<file path="src/rtl/aes_spi_arbiter.sv">
// rtl/aes_spi_arbiter.sv - round-robin arbiter sharing one MOSI link between AES cipher and inverse-cipher slaves
// Serialises block then key (MSB first), idles a turnaround gap, then shifts in a 128-bit result.
module aes_spi_arbiter #(
  parameter int DATA_W = 128,
  parameter int KEY_W  = 256,
  parameter int GAP    = 4
) (
  input  logic              clk,
  input  logic              rst,
  input  logic              req_enc,
  input  logic              req_dec,
  input  logic [DATA_W-1:0] enc_data,
  input  logic [DATA_W-1:0] dec_data,
  input  logic [KEY_W-1:0]  key,
  input  logic [1:0]        nk_val,
  input  logic              miso_enc,
  input  logic              miso_dec,
  output logic              gnt_enc,
  output logic              gnt_dec,
  output logic              busy,
  output logic              mosi,
  output logic              cs_enc_n,
  output logic              cs_dec_n,
  output logic [DATA_W-1:0] result,
  output logic              done_enc,
  output logic              done_dec
);

  localparam int CNT_W = $clog2(DATA_W + KEY_W + GAP + 1);
  localparam logic [CNT_W-1:0] DATA_LAST = CNT_W'(DATA_W - 1);
  localparam logic [CNT_W-1:0] GAP_LAST  = CNT_W'(GAP - 1);

  typedef enum logic [2:0] {S_IDLE, S_DATA, S_KEY, S_GAP, S_RECV, S_DONE} state_t;

  state_t             state, state_d;
  logic [CNT_W-1:0]   cnt, cnt_d;
  logic [CNT_W-1:0]   key_bits, key_bits_d;
  logic [DATA_W-1:0]  data_sr, data_sr_d;
  logic [KEY_W-1:0]   key_sr, key_sr_d;
  logic [DATA_W-1:0]  rx_sr, rx_sr_d;
  logic               sel_dec, sel_dec_d;
  logic               prio_dec, prio_dec_d;
  logic [DATA_W-1:0]  result_d;
  logic               mosi_d, cs_enc_n_d, cs_dec_n_d, busy_d;
  logic               gnt_enc_d, gnt_dec_d, done_enc_d, done_dec_d;

  logic               pick_dec;
  logic               miso_sel;
  logic [DATA_W-1:0]  frame_data;
  logic [CNT_W-1:0]   nk_bits;

  // Decrypt wins only when alone or when the pointer favours it.
  assign pick_dec   = req_dec & (~req_enc | prio_dec);
  assign frame_data = pick_dec ? dec_data : enc_data;
  assign miso_sel   = sel_dec ? miso_dec : miso_enc;

  always_comb begin
    case (nk_val)
      2'b00:   nk_bits = CNT_W'(32 * 4);
      2'b01:   nk_bits = CNT_W'(32 * 6);
      default: nk_bits = CNT_W'(32 * 8);
    endcase
  end

  always_comb begin
    state_d    = state;
    cnt_d      = cnt;
    key_bits_d = key_bits;
    data_sr_d  = data_sr;
    key_sr_d   = key_sr;
    rx_sr_d    = rx_sr;
    sel_dec_d  = sel_dec;
    prio_dec_d = prio_dec;
    result_d   = result;
    mosi_d     = 1'b0;
    cs_enc_n_d = cs_enc_n;
    cs_dec_n_d = cs_dec_n;
    busy_d     = busy;
    gnt_enc_d  = 1'b0;
    gnt_dec_d  = 1'b0;
    done_enc_d = 1'b0;
    done_dec_d = 1'b0;

    case (state)
      S_IDLE: begin
        busy_d     = 1'b0;
        cs_enc_n_d = 1'b1;
        cs_dec_n_d = 1'b1;
        if (req_enc || req_dec) begin
          if (req_enc && req_dec) prio_dec_d = ~prio_dec;
          sel_dec_d  = pick_dec;
          gnt_enc_d  = ~pick_dec;
          gnt_dec_d  = pick_dec;
          cs_enc_n_d = pick_dec;
          cs_dec_n_d = ~pick_dec;
          busy_d     = 1'b1;
          mosi_d     = frame_data[DATA_W-1];
          data_sr_d  = frame_data << 1;
          key_sr_d   = key;
          key_bits_d = nk_bits;
          cnt_d      = CNT_W'(1);
          state_d    = S_DATA;
        end
      end
      S_DATA: begin
        mosi_d    = data_sr[DATA_W-1];
        data_sr_d = data_sr << 1;
        cnt_d     = cnt + 1'b1;
        if (cnt == DATA_LAST) begin
          cnt_d   = '0;
          state_d = S_KEY;
        end
      end
      S_KEY: begin
        mosi_d   = key_sr[KEY_W-1];
        key_sr_d = key_sr << 1;
        cnt_d    = cnt + 1'b1;
        if (cnt == key_bits - 1'b1) begin
          cnt_d   = '0;
          state_d = S_GAP;
        end
      end
      S_GAP: begin
        cnt_d = cnt + 1'b1;
        if (cnt == GAP_LAST) begin
          cnt_d   = '0;
          state_d = S_RECV;
        end
      end
      S_RECV: begin
        rx_sr_d = {rx_sr[DATA_W-2:0], miso_sel};
        cnt_d   = cnt + 1'b1;
        if (cnt == DATA_LAST) begin
          cnt_d   = '0;
          state_d = S_DONE;
        end
      end
      S_DONE: begin
        // busy stays high through the done cycle and drops on the next IDLE edge
        result_d   = rx_sr;
        done_enc_d = ~sel_dec;
        done_dec_d = sel_dec;
        cs_enc_n_d = 1'b1;
        cs_dec_n_d = 1'b1;
        state_d    = S_IDLE;
      end
      default: state_d = S_IDLE;
    endcase
  end

  always_ff @(posedge clk or posedge rst) begin
    if (rst) begin
      state    <= S_IDLE;
      cnt      <= '0;
      key_bits <= '0;
      data_sr  <= '0;
      key_sr   <= '0;
      rx_sr    <= '0;
      sel_dec  <= 1'b0;
      prio_dec <= 1'b0;
      result   <= '0;
      mosi     <= 1'b0;
      cs_enc_n <= 1'b1;
      cs_dec_n <= 1'b1;
      busy     <= 1'b0;
      gnt_enc  <= 1'b0;
      gnt_dec  <= 1'b0;
      done_enc <= 1'b0;
      done_dec <= 1'b0;
    end else begin
      state    <= state_d;
      cnt      <= cnt_d;
      key_bits <= key_bits_d;
      data_sr  <= data_sr_d;
      key_sr   <= key_sr_d;
      rx_sr    <= rx_sr_d;
      sel_dec  <= sel_dec_d;
      prio_dec <= prio_dec_d;
      result   <= result_d;
      mosi     <= mosi_d;
      cs_enc_n <= cs_enc_n_d;
      cs_dec_n <= cs_dec_n_d;
      busy     <= busy_d;
      gnt_enc  <= gnt_enc_d;
      gnt_dec  <= gnt_dec_d;
      done_enc <= done_enc_d;
      done_dec <= done_dec_d;
    end
  end

endmodule
</file>
<file path="config.mk">
export PLATFORM = sky130hd
export DESIGN_NAME = aes_spi_arbiter
export DESIGN_NICKNAME = d
export VERILOG_FILES = /design/src/rtl/aes_spi_arbiter.sv
export SDC_FILE = /design/constraint.sdc
export NUM_CORES = 1
export LEC_CHECK = 0
export BUFFER_PORTS_ARGS = -buffer_cell sky130_fd_sc_hd__buf_2
export CAP_MARGIN = 30
export CELL_PAD_IN_SITES_DETAIL_PLACEMENT = 0
export CELL_PAD_IN_SITES_GLOBAL_PLACEMENT = 1
export CORE_ASPECT_RATIO = 0.75
export CORE_MARGIN = 2
export CORE_UTILIZATION = 38
export CTS_CLUSTER_DIAMETER = 80
export DETAILED_ROUTE_END_ITERATION = 7
export PLACE_DENSITY = 0.81
export SYNTH_ARGS = -nofsm -noshare
export SYNTH_HDL_FRONTEND = slang
export SYNTH_SLANG_ARGS = --single-unit
export TNS_END_PERCENT = 5
</file>
<file path="constraint.sdc">
create_clock -name clk -period 20.2 [get_ports clk]
set_clock_uncertainty 0.2 [all_clocks]
set_input_delay 1.01 -clock clk [delete_from_list [all_inputs] [get_ports clk]]
set_output_delay 1.01 -clock clk [all_outputs]
set_load 0.02 [all_outputs]
</file>
# Word-level counts from Yosys, hierarchy flattened
# Cells that the tools add are included.
[totals] register_bits=671 out_inout_bits=136 wordCells=85
[classes] n_addsub=2 n_eq_ne=14 n_mux=31 bitwise=6 reduce_logical=15
[op_table] cell="256-bit one-hot mux with 2 select lines" count=1
[op_table] cell="128-bit 2-to-1 mux" count=2
[op_table] cell="256-bit 2-to-1 mux" count=1
[op_table] cell="128-bit one-hot mux with 2 select lines" count=1
[op_table] cell="9-bit 2-to-1 mux" count=4
[op_table] cell="9-bit one-hot mux with 4 select lines" count=1
[op_table] cell="9-bit one-hot mux with 2 select lines" count=1
[op_table] cell="3-bit 2-to-1 mux" count=5
[op_table] cell="3-bit one-hot mux with 5 select lines" count=1
[op_table] cell="1-bit 2-to-1 mux" count=11
[op_table] cell="2-bit != test, second input constant" count=5
[op_table] cell="9-bit by 1-bit adder with 9-bit output, second input constant" count=1
[op_table] cell="9-bit by 2-bit equality test with 1-bit output, second input constant" count=1
[op_table] cell="9-bit by 7-bit equality test with 1-bit output, second input constant" count=1
[op_table] cell="9-bit equality test" count=1
[op_table] cell="9-bit by 1-bit subtractor with 9-bit output, second input constant" count=1
[op_table] cell="2-bit AND reduction" count=4
[op_table] cell="3-bit by 2-bit equality test with 1-bit output, second input constant" count=2
[op_table] cell="3-bit equality test, second input constant" count=2
[op_table] cell="2-bit nonzero test" count=3
[op_table] cell="5-bit AND reduction" count=1
[op_table] cell="1-bit inverter" count=4
[op_table] cell="1-bit one-hot mux with 2 select lines" count=2
[op_table] cell="4-bit nonzero test" count=1
[op_table] cell="other kinds (11)" count=11

# Depth between registers and ports, before layout
# Gate-level depths: netlist of the first run.
[logic_depth] ltp_word=6 depth_mapped=8 mapped_depth_nobuf=7

# Worst setup path after synthesis of the first run
# Ideal clock, no wire load.
[synth_path] kind="in2reg" from="input port req_enc" to="register key_sr[190]" arrival_time_ns=2.198 required_time_ns=19.918 path_slack_ns=17.720 stages=6 path_buffers=3 cell_sequence="o21ai_1 buf_4 buf_2 buf_1 nand2_1 a31oi_1"
[synth_between] elab_chain_cells=3
[synth_lines] item="start: declaration" line_no="10" rtl="input logic req_enc,"
[synth_lines] item="1-bit logical OR" line_no="89" rtl="if (req_enc || req_dec) begin"
[synth_lines] item="2-bit != test (no line)"
[synth_lines] item="2-bit AND reduction (no line)"
[synth_lines] item="end signal: assignment" line_no="175" rtl="key_sr <= key_sr_d;"
[synth_lines] item="end: declaration" line_no="39" rtl="logic [KEY_W-1:0] key_sr, key_sr_d;"
# No other way between the ends.
# A chain may end at the register's enable or synchronous reset.

# Final worst setup path of the first run
[layout_path] from="register state[0]" to="register key_sr[65]"
[layout_between] elab_chain_cells=3 elab_cells_between_ends=6 classes_between="eq/ne (2); mux (1); reduce/logical (3)"
[layout_lines] item="start: declaration" line_no="35" rtl="state_t state, state_d;"
[layout_lines] item="start signal: assignment" line_no="171" rtl="state <= state_d;"
[layout_lines] item="3-bit by 2-bit equality test with 1-bit output or 3-bit zero test (tied branches)" line_no="84" rtl="case (state)"
[layout_lines] item="2-bit nonzero test (no line) or 2-bit != test (tied branches)"
[layout_lines] item="2-bit AND reduction (no line)"
# Several ways; a longest one is shown, not always the timed one.

==> results of run 1 <==
-- cell type report --
class / instances / area, um^2 / share of cell area
timing repair buffer: 689 / 3700 / 0.106
antenna: 7 / 17.5 / 0.000501
clock buffer: 91 / 1920 / 0.0549
clock inverter: 33 / 547 / 0.0156
tap: 968 / 1210 / 0.0346
sequential: 664 / 16600 / 0.475
multi-input combinational: 1762 / 10900 / 0.312
inverter: 6 / 30.0 / 0.000859
-- per-layer routing --
metal	vias to the layer above	wire [um]
met3	146	4350
met4	22	2360
li1	10400	-
met2	578	35000
met5	-	138
met1	10400	33200
-- how the worst max path moves through the flow --
stage,startpoint,endpoint
finish,state[0],key_sr[65]
global route,state[0],key_sr[44]
global placement,rst,key_sr[246]
detailed placement,rst,key_bits[6]
CTS,state[0],key_sr[65]
floorplan,rst,busy
-- cells by family after synthesis --
kind of cell,count (synthesis),share of synthesized area
AND/OR/NAND/NOR,825,0.113
flip-flops,664,0.584
AO/OA/AOI/OAI,543,0.119
multiplexers,387,0.147
buffers and inverters,208,0.0337
XOR/XNOR,5,0.00202
adder cells (fa/ha/maj),2,0.000879
-- worst max-delay path, cell delays in order (launching register included) --
cell,delay (ns)
dfrtp_1,0.53
or3_4,0.50
nor2_4,0.15
buf_4,0.69
buf_4,0.81
buf_4,0.88
nand2_1,0.15
a31oi_1,0.22
-- cells in the mapped netlist, types with 5 or more instances --
cell	number	area, um^2
a21oi_1	5	25.0
a22oi_1	127	953
a31oi_1	256	1600
buf_1	9	33.8
buf_2	52	260
buf_4	20	150
buf_6	5	56.3
clkbuf_1	115	432
dfrtp_1	662	16600
inv_1	6	22.5
mux2_2	257	2890
mux2i_1	130	1300
nand2_1	523	1960
nand3_1	5	25.0
nor2_1	271	1020
o21ai_0	126	631
o21ai_1	12	60.1
-- through the flow --
stage	utilization	worst slack (ns)
2_1_floorplan	-	0.384
3_3_place_gp	0.437	15.43
3_5_place_dp	0.440	15.53
4_1_cts	0.473	15.80
5_1_grt	0.474	15.46
6_report	0.474	15.82
-- state kept, by name (all words and copies together) (netlist names), 3 cells and up --
signal and cells:
cnt 9, data_sr 127, key_bits 3, key_sr 256, result 128, rx_sr 128, state 3
-- report_power, final --
part | total, W | switching (W) | internal (W)
clock network | 0.00136 | 0.000564 | 0.000800
logic | 0.000117 | 0.0000640 | 0.0000529
registers | 0.00133 | 0.000000576 | 0.00133
total | 0.00281 | 0.000628 | 0.00218
==> metrics.md, run 1 <==
| Metric | Value |
|---|---|
| Router iterations before antenna repair | 5 |
| Gpl congestion | 0.822 |
| DRT antenna net count | 0 |
| EDFF count, synth | 0 |
| Asr flop ratio synth | 1.00 |
| Cell count of the worst reg-to-reg path | 7 |
| #FFs+latches synth | approximately 660 |
| Nets | ~3,700 |
| Final cycle utilization of the critical path | 0.217 |
| Seq/Total Area, Yosys | 0.584 |
| Arr. time, crit path | around 4.7 ns |
| DRT iter0 DRCs | between 1,500 and 2,000 |
| Crit start category | flop |
| Clk_lat worst skew | 0.61 ns |
| Total power | 0.00281 W |
| Site Rows | 86 |
| Crit path kind | flop to flop |
| Crit. End Element | flop |
| Fillers | 6,898 |
| Max cap viols | 0 |
| Width of the die | 320 um |
| Antenna violations before repair | 18 |
| Yosys warnings | 0 |
| Gr ovfl total | 0 |
| Syn Area/Cell | 10.8 um^2 |
| Largest net degree at the start of global routing | ~190 |
| Maximum vdd drop | 0.0813 mV |
| Setup-failing EPs final | 0 |
| HPWL after detailed placement | ~50,000 um |
| Drc violations | 0 |
| Req. time, crit path | slightly above 20 ns |
| Dpl cells | 4,088 |
| Met1 Use GR | 0.255 |
| Core area | 73,800 um^2 |
| Most Crowded Layer GR | met2 |
| Area growth, synth to finish | 22.9% |
| P_leak | roughly 17 nW |
| DRT Wirelength | 75,000 um |
| Worst R2R Start | state[0] |
| Reg2reg end | key_sr[65] |
| Setup_tns | 0 ns |
| Net Count, Synth | 3,156 |
| Worst-path fanout max | 93 |
| Post-Layout Cell Count | 4,220 |
| Ys flop type | dfrtp_1 |
| Post-route cell area | 35,000 um^2 |
| I/O pin count | between 600 and 700 |
| Routed WL per cell | 17.8 um |
| FMAX | 229 MHz |
| Netlist Area Pre-Place | 28,500 um^2 |
| Vias | approximately 22,000 |
| First-pass GRT wire length | 117,000 um |
| Die area | 77,100 um^2 |
| Initial core utilization | 0.386 |
| Clock sink count | between 600 and 700 |
| Post-CTS Setup Inserts | 0 |
| Status | finished, final reports clean |
| Clk slew on worst S/H paths | 0.06 ns |
| WHS | 0.128 ns |
| Mapped Cells | about 2,600 |
| Register-to-Register Setup Slack | 15.82 ns |
| CTS tree | built |
| CTS H-Tree Depth | 3 |
| CTS root buf | clkbuf_16 |
| Most common cell after layout, fill and taps aside | dfrtp_1 |
| PortBufs | 655 |
| GR Layer Usage met2 | 0.301 |
| Power Dens Cells | 80.4 nW/um^2 |
| Yosys cell types | 48 |
| Num CTS Buffers | 68 |
| HP Class | input pin to asynchronous set/reset pin |
| Height of the die | 241 um |
| DR vias/cell | 5.10 |
| Total GRT Usage | 0.190 |
| Cts hold-fix bufs | 0 |
| Final Critical Period | 4.38 ns |
| RSZ-0062 raised after global routing | false |
| Max Root-Sink Buffers | 3 |
| Max_slew headroom | 0.337 |
| Worst-Margin Slew | 0.995 ns |
| Final hold vios | 0 |
| Vias in the first global route | 20,900 |
| M3 GR Usage | 0.0448 |
| Final Max Tran Viols | 0 |
| Cell Area, Placed | 32,500 um^2 |
| Most frequent cells in the layout | dfrtp_1 (662), buf_2 (655), nand2_1 (523), nor2_1 (271), mux2_2 (257) |
| Resized cells post-CTS | 0 |
| Layout cells sized above 1 | 0.331 |
No activity file was read; power rests on OpenSTA's default activity.
==> run 2, diff against run 1 <==
Settings changed: CORE_UTILIZATION 38 to 42, PLACE_DENSITY 0.81 to 0.85.
Clock period 20.2 ns to 4.3 ns, I/O delays scaled along.
==> run 2 against run 1 <==
Compared with the run above: core utilization rose by 12 points; critical endpoint is now data_sr[17]; hold slack lost 0.022 ns; largest power group is now registers; clock-buffer cell count is 5 higher; die area down 9.4%; non-clock buffer count is 526 higher; clock power grew to 4.3 times the previous value; critical path depth grew 1.
==> metrics.md, run 2 (synthesis gave the netlist of run 1 again) <==
| Metric | Value |
|---|---|
| Area growth, synth to finish | 40.3% |
| Cell count of the worst reg-to-reg path | 5 |
| Gr ovfl total | 0 |
| Core area | 66,900 um^2 |
| Crit. End Element | flop |
| Vias | about 24,000 |
| Reg2reg end | data_sr[17] |
| Max cap viols | 0 |
| Most Crowded Layer GR | met2 |
| I/O pin count | 656 |
| Req. time, crit path | roughly 4.6 ns |
| Most common cell after layout, fill and taps aside | dfrtp_1 |
| Site Rows | 82 |
| M3 GR Usage | 0.0514 |
| Final Critical Period | 3.17 ns |
| RSZ-0062 raised after global routing | false |
| Clk_lat worst skew | 0.61 ns |
| GR Layer Usage met2 | 0.400 |
| Total GRT Usage | 0.240 |
| Critical Path Most Common Cell | dlygate4sd3_1 |
| Worst-Margin Slew | 1.08 ns |
| Die area | 69,900 um^2 |
| Total power | 0.0131 W |
| CTS root buf | clkbuf_16 |
| Height of the die | 229 um |
| DRT Wirelength | 84,700 um |
| CP Cell Sequence | dlygate4sd3_1 -> buf_2 -> inv_1 -> o21ai_4 -> buf_12 -> mux2i_1 -> dlygate4sd3_1 -> o21ai_0 |
| Post-route cell area | 39,900 um^2 |
| Cell Area, Placed | 32,500 um^2 |
| CP max stage cell | o21ai_4 |
| Worst R2R Start | prio_dec |
| Max_slew headroom | 0.279 |
| Status | finished, final reports clean |
| DR vias/cell | 5.21 |
| PortBufs | 655 |
| Power Dens Cells | 329 nW/um^2 |
| Routed WL per cell | 18.2 um |
| Dpl cells | ~4,000 |
| WHS | 0.105 ns |
| Max stage delay on crit path | 0.70 ns |
| HPWL after detailed placement | 50,600 um |
| Largest registers | key_sr: 256 flops, result: 128 flops, rx_sr: 128 flops |
| CTS tree | built |
| Final core occ | 0.597 |
| HP Class | input pin to asynchronous set/reset pin |
| Final cycle utilization of the critical path | 0.737 |
| CTS H-Tree Depth | 3 |
| Top reg by flops | key_sr |
| Num CTS Buffers | 66 |
| Clock sink count | 664 |
| Arr. time, crit path | 3.44 ns |
| Initial core utilization | 0.425 |
| Router iterations before antenna repair | 6 |
| Largest register FFs | 256 |
| Post-CTS Setup Inserts | 0 |
| Clk slew on worst S/H paths | roughly 0.07 ns |
| Met1 Use GR | 0.303 |
| Layout cells sized above 1 | 0.283 |
| Crit path kind | input pin to flop |
| Maximum vdd drop | approximately 0.4 mV |
| Antenna violations before repair | 13 |
| Drc violations | 0 |
| Width of the die | 305 um |
| DRT antenna net count | 0 |
| Worst-path fanout max | 89 |
| Post-Layout Cell Count | 4,659 |
| DRT iter0 DRCs | 2,287 |
| Crit start category | input pin |
| Worst path bufs/invs | 5 |
| Setup-failing EPs final | 0 |
| Largest net degree at the start of global routing | 213 |
| Nets | 4,237 |
| Max Root-Sink Buffers | 3 |
| Vias in the first global route | 25,000 |
| FMAX | ~320 MHz |
| P_leak | 19.5 nW |
| Final Max Tran Viols | 0 |
| Delay-heaviest family, CP | buffers and inverters |
| Register-to-Register Setup Slack | 1.17 ns |
| Final hold vios | 0 |
| First-pass GRT wire length | around 140,000 um |
| Gpl congestion | 0.838 |
| Most frequent cells in the layout | dfrtp_1 (662), buf_2 (655), nand2_1 (523), dlygate4sd3_1 (521), nor2_1 (271) |
-- run 2: changes by cell type in the layout (fill, tap and decap cells not counted) --
cell           change
clkinv_16          -2
clkinv_8           -2
diode_2            +8
inv_8              -2
buf_16             -7
clkbuf_8           +1
clkbuf_1           +5
inv_16             +1
buf_4              -5
dlygate4sd3_1    +521
clkinv_2           -3
bufinv_16          -6
buf_12            +17
clkbuf_16          -1
-- run 2: metal layers --
metal / up-vias / share of wire
met1: 11800 / 0.41
met3: 217 / 0.059
met2: 829 / 0.49
li1: 11400 / -
met4: 2 / 0.043
met5: - / 0.00052
-- run 2: power by group --
part	leakage, nW	internal (W)	switching (W)
Sequential	7.89	0.00625	0.00000286
Clock	1.07	0.00334	0.00254
Combinational	10.6	0.000591	0.000397
-- run 2: worst register-to-register path, stage by stage (launching register included) --
cell,delay (ns)
dfrtp_1,0.42
o21ai_4,0.69
buf_12,0.49
mux2i_1,0.52
dlygate4sd3_1,0.60
o21ai_0,0.09
-- run 2: what timing repair did --
item                      4_1_cts  5_1_grt
hold endpoints to repair      405        0
resized for setup               0        0
hold buffers                  521        0
-- run 2: final cells by class --
| class | count | area (um^2) |
|---|---|---|
| Fill cell | 5284 | 27000 |
| Sequential cell | 664 | 16600 |
| Multi-Input combinational cell | 1762 | 10900 |
| Timing Repair Buffer | 1215 | 9020 |
| Clock buffer | 96 | 1930 |
| Tap cell | 882 | 1100 |
| Clock inverter | 19 | 260 |
| Antenna cell | 15 | 37.5 |
| Inverter | 6 | 26.3 |
-- run 2: how the worst max path moves through the flow --
stage / from / endpoint / cells past startpoint
after floorplan: rst / busy / 1
after global placement: state[0] / key_sr[126] / 5
after detailed placement: state[0] / key_sr[171] / 5
after CTS: prio_dec / data_sr[120] / 5
after global routing: req_enc / data_sr[48] / 8
final: req_enc / data_sr[17] / 8
-- run 2: metrics by stage --
stage          setup WS (ns)   TNS, ns
2_1_floorplan          -5.19  -3442.22
3_3_place_gp            1.60         0
3_5_place_dp            1.55         0
4_1_cts                 1.33         0
5_1_grt                 1.09         0
6_report                1.13         0
